`config.mk`:
```
export PLATFORM = sky130hd
export DESIGN_NAME = gate_bist_ctrl
export DESIGN_NICKNAME = d
export VERILOG_FILES = /design/src/rtl/gate_bist_ctrl.sv
export SDC_FILE = /design/constraint.sdc
export NUM_CORES = 1
export LEC_CHECK = 0
export CAP_MARGIN = 20
export CORE_MARGIN = 1
export CORE_UTILIZATION = 36
export CTS_BUF_LIST = sky130_fd_sc_hd__clkbuf_8 sky130_fd_sc_hd__clkbuf_16
export DETAILED_ROUTE_END_ITERATION = 10
export GPL_ROUTABILITY_DRIVEN = 1
export SLEW_MARGIN = 25
export SYNTH_ARGS = -nofsm -noshare
export SYNTH_HDL_FRONTEND = slang
export SYNTH_SLANG_ARGS = --single-unit
```
`constraint.sdc`:
```
create_clock -name clk -period 5.2 [get_ports clk]
set_input_delay 1.56 -clock clk [delete_from_list [all_inputs] [get_ports clk]]
set_output_delay 1.56 -clock clk [all_outputs]
set_load 0.01 [all_outputs]
```
`src/rtl/gate_bist_ctrl.sv`:
```
// LFSR-driven BIST controller for combinational gate-level netlists: applies
// pseudo-random vectors, waits a settle window, and compacts responses in a MISR.
module gate_bist_ctrl #(
    parameter int unsigned          IN_W      = 11,
    parameter int unsigned          OUT_W     = 10,
    parameter int unsigned          CNT_W     = 16,
    parameter int unsigned          SETTLE    = 0,
    parameter logic [IN_W-1:0]      LFSR_TAPS = 11'h500,
    parameter logic [OUT_W-1:0]     MISR_TAPS = 10'h240,
    parameter logic [IN_W-1:0]      LFSR_SEED = 11'h001,
    parameter logic [OUT_W-1:0]     MISR_INIT = 10'h000
) (
    input  logic             clk,
    input  logic             rst,
    input  logic             start,
    input  logic             abort,
    input  logic [CNT_W-1:0] num_patterns,
    input  logic [OUT_W-1:0] golden,
    output logic [IN_W-1:0]  dut_in,
    input  logic [OUT_W-1:0] dut_out,
    output logic             busy,
    output logic             done,
    output logic             pass,
    output logic [OUT_W-1:0] signature,
    output logic [CNT_W-1:0] pattern_cnt
);

    // An all-zero LFSR would lock up, so a zero seed is promoted to 1.
    localparam logic [IN_W-1:0] SEED        = (LFSR_SEED == '0) ? IN_W'(1) : LFSR_SEED;
    localparam logic [7:0]      SETTLE_LAST = 8'((SETTLE == 0) ? 0 : SETTLE - 1);
    localparam bit              NO_SETTLE   = (SETTLE == 0);

    typedef enum logic [1:0] {
        ST_IDLE,
        ST_SETTLE,
        ST_CAPTURE,
        ST_DONE
    } state_t;

    state_t           state, state_n;
    logic [IN_W-1:0]  lfsr, lfsr_n;
    logic [OUT_W-1:0] misr, misr_n;
    logic [CNT_W-1:0] cnt, cnt_n;
    logic [CNT_W-1:0] n_last, n_last_n;
    logic [OUT_W-1:0] gold, gold_n;
    logic [7:0]       wait_cnt, wait_cnt_n;
    logic             pass_q, pass_n;
    logic             sig_match;

    assign sig_match = (misr == gold);

    always_comb begin
        state_n    = state;
        lfsr_n     = lfsr;
        misr_n     = misr;
        cnt_n      = cnt;
        n_last_n   = n_last;
        gold_n     = gold;
        wait_cnt_n = wait_cnt;
        pass_n     = pass_q;
        case (state)
            ST_IDLE: begin
                if (start && !abort) begin
                    gold_n = golden;
                    misr_n = MISR_INIT;
                    if (num_patterns != '0) begin
                        lfsr_n     = SEED;
                        cnt_n      = '0;
                        wait_cnt_n = '0;
                        // Store N-1 so the terminal compare needs no subtractor per cycle.
                        n_last_n   = num_patterns - CNT_W'(1);
                        pass_n     = 1'b0;
                        state_n    = NO_SETTLE ? ST_CAPTURE : ST_SETTLE;
                    end else begin
                        state_n = ST_DONE;
                    end
                end
            end
            ST_SETTLE: begin
                if (abort) begin
                    wait_cnt_n = '0;
                    state_n    = ST_IDLE;
                end else if (wait_cnt == SETTLE_LAST) begin
                    wait_cnt_n = '0;
                    state_n    = ST_CAPTURE;
                end else begin
                    wait_cnt_n = wait_cnt + 8'd1;
                end
            end
            ST_CAPTURE: begin
                if (abort) begin
                    state_n = ST_IDLE;
                end else begin
                    misr_n = {misr[OUT_W-2:0], ^(misr & MISR_TAPS)} ^ dut_out;
                    lfsr_n = {lfsr[IN_W-2:0], ^(lfsr & LFSR_TAPS)};
                    cnt_n  = cnt + CNT_W'(1);
                    if (cnt == n_last) begin
                        state_n = ST_DONE;
                    end else begin
                        state_n = NO_SETTLE ? ST_CAPTURE : ST_SETTLE;
                    end
                end
            end
            ST_DONE: begin
                pass_n  = sig_match;
                state_n = ST_IDLE;
            end
            default: state_n = ST_IDLE;
        endcase
    end

    always_ff @(posedge clk) begin
        if (rst) begin
            state    <= ST_IDLE;
            lfsr     <= SEED;
            misr     <= MISR_INIT;
            cnt      <= '0;
            n_last   <= '0;
            gold     <= '0;
            wait_cnt <= '0;
            pass_q   <= 1'b0;
        end else begin
            state    <= state_n;
            lfsr     <= lfsr_n;
            misr     <= misr_n;
            cnt      <= cnt_n;
            n_last   <= n_last_n;
            gold     <= gold_n;
            wait_cnt <= wait_cnt_n;
            pass_q   <= pass_n;
        end
    end

    // pass is live during the done pulse, then held in pass_q until the next run.
    assign pass        = (state == ST_DONE) ? sig_match : pass_q;
    assign done        = (state == ST_DONE);
    assign busy        = (state == ST_SETTLE) || (state == ST_CAPTURE);
    assign dut_in      = lfsr;
    assign signature   = misr;
    assign pattern_cnt = cnt;

endmodule

```
Word level (Yosys, flattened, before mapping)
Index checks and enable logic that the tools add are counted.

Bits in latches: 0. ROM bits: 0. Memories kept: 0. Output and inout bits: 40. Register bits: 74. Memory bits (writable): 0. Logic and storage cells: 66. Bits of input ports: 40.

Reductions and logical operators: 18. Bitwise gates (word level): 1. Multiply operators: 0. Multiplexer cells: 27. Div/mod/pow operators: 0. Equality and inequality tests: 9. $add $sub $neg: 3. $lt $le $gt $ge: 0. Shifts and indexed selects: 0.

Operator list (count): $mux W16 (3); $mux W11 (3); $mux W8 (4); $pmux W16 S2 (1); $pmux W11 S2 (1); $mux W10 (2); $pmux W10 S2 (1); $add A16 B1 Y16 const B (1); $eq A16 B16 Y1 (1); $pmux W8 S2 (1); $reduce_bool A16 Y1 (1); $sub A16 B1 Y16 const B (1); $reduce_and A3 Y1 (4); $reduce_xor A11 Y1 (1); $eq A10 B10 Y1 (1); $reduce_xor A10 Y1 (1); $xor A10 B10 Y10 (1); $add A8 B1 Y8 const B (1); $logic_not A8 Y1 (1); $mux W2 (4); $pmux W2 S4 (1); $ne A2 B2 Y1 const B (3); $reduce_bool A2 Y1 (3); $mux W1 (5); 10 further kinds (12).

Depth between registers and ports, before layout
Gate-level depths: netlist of the first run.

Depth in word-level cells: 4. Mapped depth: 9. Mapped depth without buffers: 7.

Least setup slack after synthesis of the first run
No wires, ideal clock.

Path kind: input port to flip-flop. Start point: in num_patterns[0]. End point: reg lfsr[2], in the netlist dut_in[2]. Cell stages on the path: 8. Slack: 2177 ps. Arrival time: 2890 ps. Library setup time: 132 ps. Required time: 5068 ps. Buffers on the path: 1. Path through: inv_1 > ha_1 > nor3b_4 > and4b_1 > a31oi_2 > buf_2 > nand3_1 > a21oi_1.

Cells in the longest elaborated chain, start to end: 3.

RTL lines: start, declared (line 17) `input logic [CNT_W-1:0] num_patterns,`; $reduce_bool A16 Y1 (line 66) `if (num_patterns != '0) begin`; $ne A2 B2 Y1 (no source line); $reduce_and A4 Y1 (no source line); end signal, assigned (line 124) `lfsr <= lfsr_n;`; end, declared (line 41) `logic [IN_W-1:0] lfsr, lfsr_n;`.

Every way passes these cells. A chain may end at the register's enable or synchronous reset.

Worst setup path after layout of the first run
Start point: in num_patterns[0]. End point: reg cnt[8], in the netlist pattern_cnt[8].

Cells in the longest elaborated chain, start to end: 3.

RTL lines: $reduce_bool A16 Y1 (line 66); $ne A2 B2 Y1 (no source line); $reduce_and A4 Y1 (no source line); end signal, assigned (line 126) `cnt <= cnt_n;`; end, declared (line 43) `logic [CNT_W-1:0] cnt, cnt_n;`.

Every way passes these cells.

==> impl_results.rst, run 1 <==
.. list-table::
   :header-rows: 1

   * - Metric
     - Value
   * - Worst Hold Endpoint
     - gold[5]$_SDFFE_PP0P_
   * - Largest clock skew in the final design
     - around 0.0097 ns
   * - Die extent in y
     - between 100 and 150 µm
   * - Setup-failing EPs final
     - 0
   * - Die ar.
     - between 0.01 and 0.015 mm²
   * - Final setup slack of the worst path
     - roughly 1.4 ns
   * - Fill cells
     - about 1.1k
   * - PostCTS Resize Cnt
     - 0
   * - Netlist area before placement
     - roughly 0.004 mm²
   * - Core area
     - 0.0108 mm²
   * - HPWL reported at the end of detailed placement
     - ~7.4 mm
   * - H-tree depth reported by CTS
     - 3
   * - Hold depth
     - 2
   * - Cell area after layout
     - 0.00504 mm²
   * - Post-synth EDFFs
     - 0
   * - Number of global-route vias before repair
     - between 3k and 4k
   * - CP Class
     - input port to flip-flop
   * - Flop-to-flop setup slack
     - 2.09 ns
   * - Leakage component of the power
     - roughly 1.7 nW
   * - Horiz. Die Dim
     - 107 µm
   * - Highest net fanout along the worst path
     - 17
   * - Pre-CTS WS
     - a little over 1 ns
   * - Post-DR vias/cell
     - 5.30
   * - Grt ovf
     - 0
   * - Overall global routing resource usage
     - 0.180
   * - Final Hold Viols
     - 0
   * - IO Port Bufs
     - 79
   * - Signal arrival time at the worst endpoint
     - 4.11 ns
   * - Max frequency
     - about 260 MHz
   * - Final core utilization
     - 0.467
   * - Final weighted congestion in routability-driven placement
     - around 0.76
   * - Placed Cells
     - between 600 and 700
   * - Unique masters post-synth
     - 65
   * - Pins Over Slew Limit
     - 0
   * - Power per Cell Area
     - 282 mW/mm²
   * - Worst slew margin
     - 0.341
   * - Largest net degree at the start of global routing
     - between 50 and 60
   * - Setup crit start kind
     - input port
   * - Initial core utilization
     - 0.369
   * - Setup repair after global routing missed its margin
     - false
   * - Ports placed on the boundary
     - 80
   * - Final-stage net count
     - approximately 570
   * - Register bit count reported by yosys
     - 74
   * - Number of clock sinks
     - 74
   * - Number of violations of the max-capacitance limit
     - 0
   * - Row count
     - 38
   * - Count of yosys warnings during synthesis
     - 0
   * - Routed wire length
     - 10.1 mm
   * - Reg2Reg Capture Point
     - pattern_cnt[8]$_SDFFE_PP0P_
   * - Area occupied by registers
     - ~0.0015 mm²
   * - Peak supply drop
     - 0.139 mV
   * - Worst-case clock buffer depth
     - 2
   * - Clock-pin slew reported for the worst setup and hold paths after clock tree synthesis
     - about 0.08 ns
   * - Syn-to-layout area delta
     - 26.6%
   * - Non-filler cells in the finished layout
     - between 600 and 700
   * - Status
     - completed
   * - Initial drt markers
     - approximately 220
   * - Slowest stage cell on the critical path
     - o21bai_2
   * - Count of vias placed by the detailed router
     - 3,520
   * - Average detailed-routed wire length per instance
     - 15.2 µm
   * - Worst Tran Pin Value
     - between 0.9 and 1 ns
   * - CP cell instances
     - clkdlybuf4s50_1 -> inv_1 -> ha_1 -> nor3b_4 -> nand4b_4 -> o21bai_2 -> o21ai_2 -> nor2_1
   * - DRT antenna net count
     - 0
   * - Area of combinational cells with multiple inputs
     - approximately 0.0023 mm²
   * - Post-placement cell area
     - a little under 0.005 mm²
   * - Crit Reg-Reg Startpoint
     - state[0]$_SDFFE_PP0P_
   * - Drc violations
     - 0
   * - Worst Path Required
     - 5.48 ns
   * - Syn avg cell area
     - between 8 and 9 µm²
   * - Final period utilization
     - 0.737
   * - Accumulated negative setup slack
     - 0 ns
   * - Post-CTS Repair Setup Buffers
     - 0
   * - Depth of the most critical reg-to-reg path
     - 7
   * - # hold bufs at CTS
     - 0
   * - Worst skew pair latency
     - 0.35 ns
   * - Tightest Hold Check Type
     - flip-flop to flip-flop
   * - Synth Net Count
     - approximately 500
   * - Proportion of synthesized chip area in sequential cells
     - 0.372
   * - Post-Syn Instances
     - between 400 and 500
   * - Initial antenna violation count
     - 0
   * - CTS tree
     - yes
   * - Clock tree root buffer cell
     - clkbuf_8
   * - Delay of the slowest cell on the worst path
     - approximately 0.61 ns
   * - Total CTS buffers
     - 9
   * - Dominant register cell in the synthesized netlist
     - dfxtp_1
   * - Min Clock Period, post-route
     - about 3.8 ns
   * - Antenna diode count
     - 0
   * - Router iterations before antenna repair
     - 5
   * - Hold_sp
     - gold[5]$_SDFFE_PP0P_
   * - Fraction of registers with async set or reset after synthesis
     - 0
   * - First-pass GRT wire length
     - 16.2 mm
   * - Share of post-route cells with drive strength above 1
     - 0.0821
   * - Critical path capture point type
     - flip-flop
==> worst max path at each step <==
stage	cells after the start	slack, ns	to	startpoint
3_5_place_dp	8	1.01	pattern_cnt[8]$_SDFFE_PP0P_	num_patterns[0]
5_1_grt	8	1.14	pattern_cnt[7]$_SDFFE_PP0P_	num_patterns[0]
6_report	8	1.37	pattern_cnt[8]$_SDFFE_PP0P_	num_patterns[0]
3_3_place_gp	8	1.14	pattern_cnt[12]$_SDFFE_PP0P_	num_patterns[0]
4_1_cts	8	1.36	pattern_cnt[8]$_SDFFE_PP0P_	num_patterns[0]
2_1_floorplan	8	2.18	dut_in[2]$_SDFFE_PP0P_	num_patterns[0]
==> critical path: cells and delay by family <==
kind	cells	cell delay, ns
buffers and inverters	2	0.56
adders and majority gates	1	0.18
AOI/OAI and AO/OA	2	0.90
and+or+nand+nor	3	0.90
==> cells by family (layout without fill, tap and decap cells) <==
group	Yosys count	after routing	synth area share
AND/OR/NAND/NOR	166	166	0.229
AO/OA/AOI/OAI	101	101	0.190
flip-flops	74	74	0.372
XOR/XNOR	63	63	0.138
buffers and inverters	36	110	0.0402
adder cells (fa/ha/maj)	9	9	0.0282
multiplexers	1	1	0.00251
==> layer usage <==
layer  global-route usage  up-vias  wire length (µm)
li1                     -     1742                 -
met1                0.239     1660              4600
met2                0.291      103              4890
met3               0.0353       15               446
met4               0.0568        0               148
met5                    0        -                 0
==> cells in the mapped netlist (all sizes together), types with 2 or more instances <==
cell	n	share of area
a21oi	34	0.045
ha	9	0.028
xor2	30	0.066
nand2b	2	0.0031
or4	2	0.0047
or3	5	0.0082
buf	12	0.018
inv	13	0.012
o31ai	2	0.0038
nor3b	5	0.012
nor2	45	0.043
and2	2	0.0031
nand3	22	0.028
o32ai	4	0.011
o2111ai	5	0.011
nand3b	2	0.0038
xnor2	33	0.073
o211ai	8	0.015
nor4	7	0.022
nand4b	3	0.010
nor2b	3	0.0047
dfxtp	74	0.37
a22oi	10	0.019
nand2	42	0.040
nand4	10	0.016
nor3	6	0.010
clkbuf	11	0.010
a211oi	11	0.023
or2	2	0.0031
and3	4	0.0063
a311oi	2	0.0060
o21ai	13	0.018
a32o	3	0.0075
==> report_power, final <==
group / internal [mW] / switching (mW)
combinational: 0.148 / 0.198
clock: 0.221 / 0.225
sequential: 0.600 / 0.0305
==> metrics by stage <==
step,hold slack [ns],power (mW)
6_report,0.471,1.42
3_3_place_gp,0.452,0.986
4_1_cts,0.474,1.44
2_1_floorplan,0.444,0.873
3_5_place_dp,0.464,0.991
5_1_grt,0.486,1.50
==> layout make-up <==
cell class,instances,area share
flip-flops and latches,74,0.294
clock inverters,7,0.0139
inverters,13,0.00967
clock buffers,9,0.0246
multi-input cells,340,0.465
well taps,140,0.0347
repair buffers,81,0.159
==> cell usage in the layout, fill, tap and decap left out, types with 5 or more instances in the layout <==
| master | count |
|---|---|
| o21ai_0 | 10 |
| o211ai_1 | 8 |
| clkbuf_8 | 9 |
| a22oi_1 | 10 |
| xor2_1 | 30 |
| clkdlybuf4s50_1 | 78 |
| nor3_1 | 5 |
| nor2_1 | 44 |
| nand2_1 | 41 |
| o2111ai_1 | 5 |
| inv_1 | 14 |
| dfxtp_1 | 74 |
| nand4_1 | 10 |
| nand3_1 | 22 |
| xnor2_1 | 33 |
| a211oi_1 | 9 |
| ha_1 | 9 |
| a21oi_1 | 32 |
==> flip-flops by register name, indices dropped and copies added (netlist names) <==
signal and cells:
n_last 16, pattern_cnt 16, dut_in 11, gold 10, signature 10, wait_cnt 8, state 2, pass_q 1
Note: power is estimated with default switching activity, not from simulation.
==> run 2: changes to the inputs <==
- clock period: 5.2 -> 3.7 ns (I/O delays scaled with it)
==> run 2 against run 1 <==
Power increased by 36%. Via count increased by 0.51%. First-iteration DRC count decreased by 35%. Cell count increased by 1.2%. Combinational power increased by 44%. Highest routed layer unchanged. Clock-buffer cell count unchanged. Clock skew decreased by 0.0022 ns. Die area unchanged. Setup slack got worse by 0.91 ns. Clock power increased by 24%. Critical endpoint is now pass. Non-clock buffer count increased by 8.
==> impl_results.rst, run 2 (same netlist as run 1, synthesis figures left out) <==
.. list-table::
   :header-rows: 1

   * - Metric
     - Value
   * - # hold bufs at CTS
     - 0
   * - Status
     - completed
   * - HPWL reported at the end of detailed placement
     - approximately 7.6 mm
   * - Worst Path Required
     - between 2 and 3 ns
   * - Max frequency
     - between 300 and 400 MHz
   * - Commonest non-fill, non-tap cell in the layout
     - clkdlybuf4s50_1
   * - CP startpoint
     - signature[6]$_SDFFE_PP0P_
   * - Die extent in y
     - approximately 110 µm
   * - Initial antenna violation count
     - 0
   * - Final weighted congestion in routability-driven placement
     - between 0.8 and 0.9
   * - Antenna diode count
     - 0
   * - Average detailed-routed wire length per instance
     - ~15 µm
   * - Final Hold Viols
     - 0
   * - Number of global-route vias before repair
     - approximately 3.3k
   * - Grt ovf
     - 0
   * - Hold_sp
     - gold[4]$_SDFFE_PP0P_
   * - Clock tree root buffer cell
     - clkbuf_8
   * - Delay of the slowest cell on the worst path
     - ~0.6 ns
   * - Largest clock skew in the final design
     - 0.00742 ns
   * - Ports placed on the boundary
     - 80
   * - Initial drt markers
     - about 140
   * - Worst-case clock buffer depth
     - 2
   * - Min Clock Period, post-route
     - about 3.2 ns
   * - Slowest stage cell on the critical path
     - clkdlybuf4s50_1
   * - Final period utilization
     - 0.876
   * - H-tree depth reported by CTS
     - 3
   * - Post-DR vias/cell
     - between 5 and 6
   * - Peak supply drop
     - ~0.17 mV
   * - Placed Cells
     - ~660
   * - Tightest Hold Check Type
     - flip-flop to flip-flop
   * - Number of clock sinks
     - 74
   * - CTS tree
     - yes
   * - Power per Cell Area
     - about 380 mW/mm²
   * - Leakage component of the power
     - 1.72 nW
   * - Core area
     - roughly 0.011 mm²
   * - Routed wire length
     - around 10 mm
   * - Worst slew margin
     - 0.359
   * - Non-filler cells in the finished layout
     - between 600 and 700
   * - Largest net degree at the start of global routing
     - 40
   * - CP Class
     - flip-flop to primary output
   * - PostCTS Resize Cnt
     - 0
   * - Horiz. Die Dim
     - around 110 µm
   * - Accumulated negative setup slack
     - 0 ns
   * - Row count
     - 38
   * - Post-CTS Repair Setup Buffers
     - 0
   * - Drc violations
     - 0
   * - Syn-to-layout area delta
     - 27.5%
   * - Number of violations of the max-capacitance limit
     - 0
   * - Critical path capture point type
     - primary output
   * - Die ar.
     - roughly 0.011 mm²
   * - Setup repair after global routing missed its margin
     - false
   * - Crit Reg-Reg Startpoint
     - state[1]$_SDFFE_PP0P_
   * - Worst skew pair latency
     - between 0.3 and 0.4 ns
   * - Count of vias placed by the detailed router
     - about 3.5k
   * - Pins Over Slew Limit
     - 0
   * - Clock-pin slew reported for the worst setup and hold paths after clock tree synthesis
     - 0.08 ns
   * - Share of post-route cells with drive strength above 1
     - 0.0959
   * - Commonest non-fill, non-tap cells in the layout
     - clkdlybuf4s50_1, dfxtp_1, nor2_1
   * - Router iterations before antenna repair
     - 6
   * - Overall global routing resource usage
     - 0.185
   * - IO Port Bufs
     - slightly below 80
   * - CP cell instances
     - xnor2_1 -> nand4_1 -> o32ai_1 -> clkdlybuf4s50_1
   * - First-pass GRT wire length
     - approximately 17 mm
   * - Initial core utilization
     - 0.369
   * - Setup-failing EPs final
     - 0
   * - DRT antenna net count
     - 0
   * - Highest net fanout along the worst path
     - 5
   * - Worst Tran Pin Value
     - between 0.9 and 1 ns
   * - Final hold slack
     - between 0.4 and 0.5 ns
   * - Signal arrival time at the worst endpoint
     - 2.13 ns
   * - Setup crit start kind
     - flip-flop
   * - Total CTS buffers
     - 9
   * - Final-stage net count
     - ~580
[run 2: changes by cell type in the layout (fill, tap and decap cells not counted)]
| cell | change |
|---|---|
| buf_4 | +8 |
| bufinv_16 | -1 |
| clkinv_4 | +1 |
| clkinvlp_4 | +1 |
| inv_6 | -1 |
[run 2: final timing paths]
| kind | slack (ns) | cells after the start | to |
|---|---|---|---|
| max | 0.46 | 4 | pass |
| min reg2reg | 0.47 | 2 | gold[4]$_SDFFE_PP0P_ |
| max reg2reg | 1.10 | 8 | pattern_cnt[2]$_SDFFE_PP0P_ |
| min | 0.47 | 2 | gold[4]$_SDFFE_PP0P_ |
[run 2: per-stage QoR]
step                      utilization  area, µm²  worst slack (ns)  power, mW
after global routing            0.471       5080             0.321       2.06
after CTS                       0.471       5080             0.424       1.96
after detailed placement        0.455       4910             0.408       1.41
final                           0.471       5080             0.459       1.94
after floorplan                     -       3990              1.13       1.23
after global placement          0.455       4910             0.459       1.40
[run 2: layer usage]
layer  global-route usage  wire length [µm]  vias up
met1                0.236              4570     1702
li1                     -                 -     1756
met5                    0                 0        -
met2                0.307              5100       63
met4               0.0558               131        0
met3               0.0432               313       17
[run 2: cell type report]
cell class | instances | area, µm²
Clock inverter | 7 | 47.5
Fill cell | 1070 | 5710
Clock buffer | 9 | 124
Multi-Input combinational cell | 340 | 2340
Tap cell | 140 | 175
Inverter | 13 | 48.8
Timing Repair Buffer | 89 | 861
Sequential cell | 74 | 1480
[run 2: power by group]
part,internal [mW],leakage (nW),switching (mW)
logic,0.222,1.04,0.277
registers,0.844,0.600,0.0438
clock network,0.240,0.0787,0.312
[run 2: worst max-delay path: cells and delay by family, from the launching register on]
kind,cells,cell delay [ns]
compound gates,1,0.38
buf+inv,1,0.60
flops,1,0.48
simple gates,1,0.15
xor+xnor,1,0.16
